===== config.mk =====
export PLATFORM = sky130hd
export DESIGN_NAME = alu_iterative_exec
export DESIGN_NICKNAME = d
export VERILOG_FILES = /design/src/rtl/alu_iterative_exec.sv
export SDC_FILE = /design/constraint.sdc
export NUM_CORES = 1
export LEC_CHECK = 0
export BUFFER_PORTS_ARGS = -buffer_cell sky130_fd_sc_hd__buf_4
export CAP_MARGIN = 20
export CORE_MARGIN = 2
export CORE_UTILIZATION = 50
export CTS_BUF_LIST = sky130_fd_sc_hd__clkbuf_4
export DETAILED_ROUTE_END_ITERATION = 8
export PLACE_DENSITY = 0.8
export SETUP_SLACK_MARGIN = 0.5
export SLEW_MARGIN = 10
export SYNTH_ARGS = -nofsm -noshare
export SYNTH_HDL_FRONTEND = slang
export SYNTH_SLANG_ARGS = --single-unit

===== constraint.sdc =====
create_clock -name clk -period 3 [get_ports clk]
set_clock_uncertainty 0.1 [all_clocks]
set_input_delay 0.15 -clock clk [delete_from_list [all_inputs] [get_ports clk]]
set_output_delay 0.15 -clock clk [all_outputs]
set_load 0.01 [all_outputs]

===== src/rtl/alu_iterative_exec.sv =====
// Execute-stage ALU: single-cycle logic/arith/compare/branch ops, serial 1-bit-per-cycle shifter.
// One request in flight at a time; the result is held in DONE until the consumer takes it.
module alu_iterative_exec #(
   parameter int DATA_WIDTH = 32
) (
   input  logic                  clk,
   input  logic                  rst_n,
   input  logic                  in_valid,
   output logic                  in_ready,
   input  logic [3:0]            Operation,
   input  logic [DATA_WIDTH-1:0] SrcA,
   input  logic [DATA_WIDTH-1:0] SrcB,
   output logic                  out_valid,
   input  logic                  out_ready,
   output logic [DATA_WIDTH-1:0] ALUResult,
   output logic                  BranchTaken
);
   localparam int SHW = $clog2(DATA_WIDTH);

   localparam logic [3:0] OP_AND = 4'b0000;
   localparam logic [3:0] OP_OR  = 4'b0001;
   localparam logic [3:0] OP_XOR = 4'b0010;
   localparam logic [3:0] OP_ADD = 4'b0011;
   localparam logic [3:0] OP_BNE = 4'b0100;
   localparam logic [3:0] OP_BLT = 4'b0101;
   localparam logic [3:0] OP_BGE = 4'b0110;
   localparam logic [3:0] OP_SLT = 4'b0111;
   localparam logic [3:0] OP_BEQ = 4'b1000;
   localparam logic [3:0] OP_SUB = 4'b1001;
   localparam logic [3:0] OP_SRA = 4'b1010;
   localparam logic [3:0] OP_SRL = 4'b1011;
   localparam logic [3:0] OP_SLL = 4'b1100;

   typedef enum logic [1:0] {
      IDLE  = 2'd0,
      SHIFT = 2'd1,
      DONE  = 2'd2
   } state_t;

   state_t                state, state_next;
   logic [3:0]            op_reg;
   logic [DATA_WIDTH-1:0] work_reg;
   logic [SHW-1:0]        count;
   logic [SHW-1:0]        shamt;
   logic                  accept;
   logic                  is_shift;
   logic [DATA_WIDTH-1:0] comb_result;
   logic                  comb_cond;
   logic [DATA_WIDTH-1:0] shifted;

   assign shamt    = SrcB[SHW-1:0];
   assign accept   = in_valid && (state == IDLE);
   assign is_shift = (Operation == OP_SLL) || (Operation == OP_SRL) || (Operation == OP_SRA);

   // Single-cycle function unit; undefined codes fall to the zero default.
   always_comb begin
      comb_result = '0;
      comb_cond   = 1'b0;
      case (Operation)
         OP_AND: comb_result = SrcA & SrcB;
         OP_OR:  comb_result = SrcA | SrcB;
         OP_XOR: comb_result = SrcA ^ SrcB;
         OP_ADD: comb_result = SrcA + SrcB;
         OP_SUB: comb_result = SrcA - SrcB;
         OP_SLT: comb_result[0] = $signed(SrcA) < $signed(SrcB);
         OP_BEQ: comb_cond = (SrcA == SrcB);
         OP_BNE: comb_cond = (SrcA != SrcB);
         OP_BLT: comb_cond = $signed(SrcA) < $signed(SrcB);
         OP_BGE: comb_cond = $signed(SrcA) >= $signed(SrcB);
         default: comb_result = '0;
      endcase
      if (comb_cond) begin
         comb_result[0] = 1'b1;
      end
   end

   // One-bit step of the serial shifter, direction chosen by the latched op.
   always_comb begin
      shifted = work_reg;
      case (op_reg)
         OP_SLL:  shifted = {work_reg[DATA_WIDTH-2:0], 1'b0};
         OP_SRL:  shifted = {1'b0, work_reg[DATA_WIDTH-1:1]};
         OP_SRA:  shifted = {work_reg[DATA_WIDTH-1], work_reg[DATA_WIDTH-1:1]};
         default: shifted = work_reg;
      endcase
   end

   // Zero-length shifts skip SHIFT, and the final shift step lands directly in DONE,
   // so a shift by n finishes n cycles after the single-cycle ops would.
   always_comb begin
      state_next = state;
      in_ready   = 1'b0;
      out_valid  = 1'b0;
      case (state)
         IDLE: begin
            in_ready = 1'b1;
            if (in_valid) begin
               if (is_shift && (shamt != '0)) begin
                  state_next = SHIFT;
               end else begin
                  state_next = DONE;
               end
            end
         end
         SHIFT: begin
            if (count == SHW'(1)) begin
               state_next = DONE;
            end
         end
         DONE: begin
            out_valid = 1'b1;
            if (out_ready) begin
               state_next = IDLE;
            end
         end
         default: state_next = IDLE;
      endcase
   end

   always_ff @(posedge clk or negedge rst_n) begin
      if (!rst_n) begin
         state <= IDLE;
      end else begin
         state <= state_next;
      end
   end

   // Operand latch, shifter working register and the held result.
   always_ff @(posedge clk or negedge rst_n) begin
      if (!rst_n) begin
         op_reg      <= '0;
         work_reg    <= '0;
         count       <= '0;
         ALUResult   <= '0;
         BranchTaken <= 1'b0;
      end else if (accept) begin
         op_reg <= Operation;
         if (is_shift) begin
            work_reg    <= SrcA;
            count       <= shamt;
            BranchTaken <= 1'b0;
            if (shamt == '0) begin
               ALUResult <= SrcA;
            end
         end else begin
            ALUResult   <= comb_result;
            BranchTaken <= comb_cond;
         end
      end else if (state == SHIFT) begin
         work_reg <= shifted;
         count    <= count - SHW'(1);
         if (count == SHW'(1)) begin
            ALUResult <= shifted;
         end
      end
   end
endmodule


==> impl_metrics.tcl <==
set metrics [dict create \
    fp.dieH_um 141 \
    fp-row-count 50 \
    worstSetupPathType "in -> reg" \
    wl_per_cell_um 20.5 \
    synthMostInstantiatedCell "nand2_1" \
    r2r-start "state[0]" \
    hold_violations 0 \
    seq_area_frac_synth 0.203 \
    cp_max_fo 4 \
    reg2reg_slack_ns 0.61 \
    crit_path_start_kind "primary input" \
    areaGrowthSynthToFinish_pct 34.3 \
    ios 107 \
    synth_common_cells "nand2_1, a21oi_1, o21ai_0, nor2_1, ha_1" \
    vias 11454 \
    grt_max_degree 77 \
    die-area_sq_um 19800 \
    outcome "complete, no violations" \
    min_period_ns 2.47 \
    yosys_warnings 0 \
    die_x_um 141 \
    drive_gt1_frac 0.266 \
    min_period_over_period 0.823 \
    dp_hpwl_mm 27.0 \
    yosys_register_bits 76 \
    clk_pin_slew_worst_paths_ns 0.15 \
    rsz0062_at_grt "true" \
    reg2reg_depth 8 \
    power_leakage_nw 5.69 \
    tns_ns 0 \
    worstPathArrival_ns 2.74 \
    netlist_area_sq_um 9360 \
    max_slew_margin 0.645 \
    setup_viol 0 \
    nNetsFinal 1729 \
    drc 0 \
    synth_top_cell_by_area "dfrtp_1" \
    ys_types 85 \
    reg2reg_to "ALUResult[15]" \
    globalplace.congestion 1.03 \
    fin_total_pwr_mw 6.74 \
    maxSlewViolCount 0 \
    place_ws_ns -0.297 \
    cts_sinks 76 \
    clock-root-buffer "clkbuf_4" \
    worstMarginPinSlew_ns 0.528 \
    drtAntennaViolNets 0 \
    power_density_nw_per_um2 536 \
    cap_viol_max_count 0 \
    io_buffers 106 \
    max_freq_mhz 405 \
    cts_buffer_depth 2 \
    cts_tree "done" \
    synth_nets 1507 \
    ys_async_sr_fraction 1.00 \
    cp-startpoint "SrcB[0]" \
    ys.flop_type "dfrtp_1" \
    initialDrtViolationCount 1389 \
    worst_slack_ns 0.532 \
    synthCells 1332 \
    synth_edf_count 0 \
    grt_pass1_vias 10269 \
    coreArea_sq_um 18500 \
    end_kind "flop" \
    clkLatencyLatePin_ns 0.46 \
    worst_ep_required_time_ns 3.27 \
    htreeDepth 3 \
    vias_per_cell 6.38 \
    finalWirelength_mm 36.8 \
    crit_path_end "ALUResult[24]" \
    synth_top_area_frac 0.203 \
    vdd_drop_max_mv 0.254 \
    overflow 0 \
    grt_pass1_wl_mm 56.0 \
    synth_area_leaders "dfrtp_1, ha_1, nand2_1, a21oi_1, o21ai_0" \
    grt_usage 0.355 \
    start_util 0.505 \
    cts_made_buffers 9 \
    drtPass1Iterations 6 \
    hp-class "in -> async" \
    syn_avg_cell_area_sq_um 7.03 \
    antenna_found_initial 1 \
]
[routing by layer]
| metal | up-vias | global-route usage | part of all wire |
|---|---|---|---|
| met1 | 5323 | 0.510 | 0.41 |
| met5 | - | 0 | 0 |
| li1 | 5226 | - | - |
| met2 | 759 | 0.537 | 0.44 |
| met4 | 0 | 0.121 | 0.036 |
| met3 | 146 | 0.0652 | 0.12 |
[stage by stage]
stage	area [sq um]	hold slack, ns	cells	utilization
3_3_place_gp	11500	0.253	1733	0.619
6_report	12600	0.0203	1794	0.679
4_1_cts	12000	0.00489	1777	0.648
3_5_place_dp	11500	0.260	1733	0.619
2_1_floorplan	9600	-0.246	1332	-
5_1_grt	12600	0.0210	1794	0.679
[cells by family (layout without fill, tap and decap cells)]
logic type,count (synthesis),count (layout),synth area share
muxes,4,4,0.00428
DFF,76,76,0.203
xor gates and xnor gates,16,16,0.0150
adders and majority gates,103,103,0.139
AOI/OAI and AO/OA,514,514,0.352
other,0,1,0
and+or+nand+nor,430,430,0.205
buffers and inverters,189,416,0.0812
[cell usage in the layout, fill, tap and decap left out, types with 9 or more instances in the layout]
cell	count
buf_4	264
nand2_1	183
a21oi_1	131
o21ai_0	126
nor2_1	117
ha_1	83
inv_1	80
dfrtp_1	76
a31oi_1	27
dlygate4sd3_1	27
a221oi_1	20
a22oi_1	18
a21o_1	18
nor3_1	18
ha_4	14
inv_2	13
nand3_1	13
nor2b_1	12
o31ai_1	12
xnor2_1	12
o211ai_1	10
nand2b_1	9
and2_1	9
o21ai_1	9
o21bai_1	9
a211oi_1	9
clkbuf_4	9
[worst min-delay path by stage]
stage / startpoint / endpoint / cells after the start / slack (ns)
CTS: SrcA[8] / ALUResult[8] / 3 / 0.005
global route: SrcA[16] / work_reg[16] / 3 / 0.02
floorplan: rst_n / ALUResult[0] / 0 / -0.25
global placement: out_ready / state[1] / 2 / 0.25
detailed placement: out_ready / state[1] / 2 / 0.26
finish: rst_n / work_reg[8] / 2 / 0.02
[area by class of cell]
| class | count | area (sq um) |
|---|---|---|
| Sequential cell | 76 | 1900 |
| Timing Repair Buffer | 300 | 2380 |
| Inverter | 100 | 409 |
| Antenna cell | 1 | 2.50 |
| Fill cell | 1591 | 5950 |
| Clock buffer | 9 | 67.6 |
| Multi-Input combinational cell | 1067 | 7420 |
| Tap cell | 234 | 293 |
| Clock inverter | 7 | 90.1 |
[power breakdown]
| part | switching [mW] | leakage, nW | total [mW] | internal [mW] |
|---|---|---|---|---|
| logic | 2.34 | 4.67 | 4.04 | 1.70 |
| registers | 0.458 | 0.930 | 1.96 | 1.50 |
| clock network | 0.401 | 0.0854 | 0.737 | 0.336 |
| total | 3.20 | 5.69 | 6.74 | 3.54 |
[timing repair]
action,CTS,global route
pin swaps,6,42
setup endpoints to repair,15,26
gates resized for setup,16,96
hold endpoints to repair,108,0
buffers inserted,1,15
hold buffers,27,0
[critical path, cell delays in order]
cell	delay (ns)
buf_4	0.14
ha_4	0.17
fa_2	0.42
a21oi_4	0.18
o21bai_4	0.11
a211oi_4	0.35
o21ai_4	0.13
nand3_2	0.09
and3b_1	0.17
buf_4	0.12
o32ai_2	0.07
o41ai_4	0.40
buf_4	0.18
a21oi_2	0.05
(Power assumes the default switching activity.)
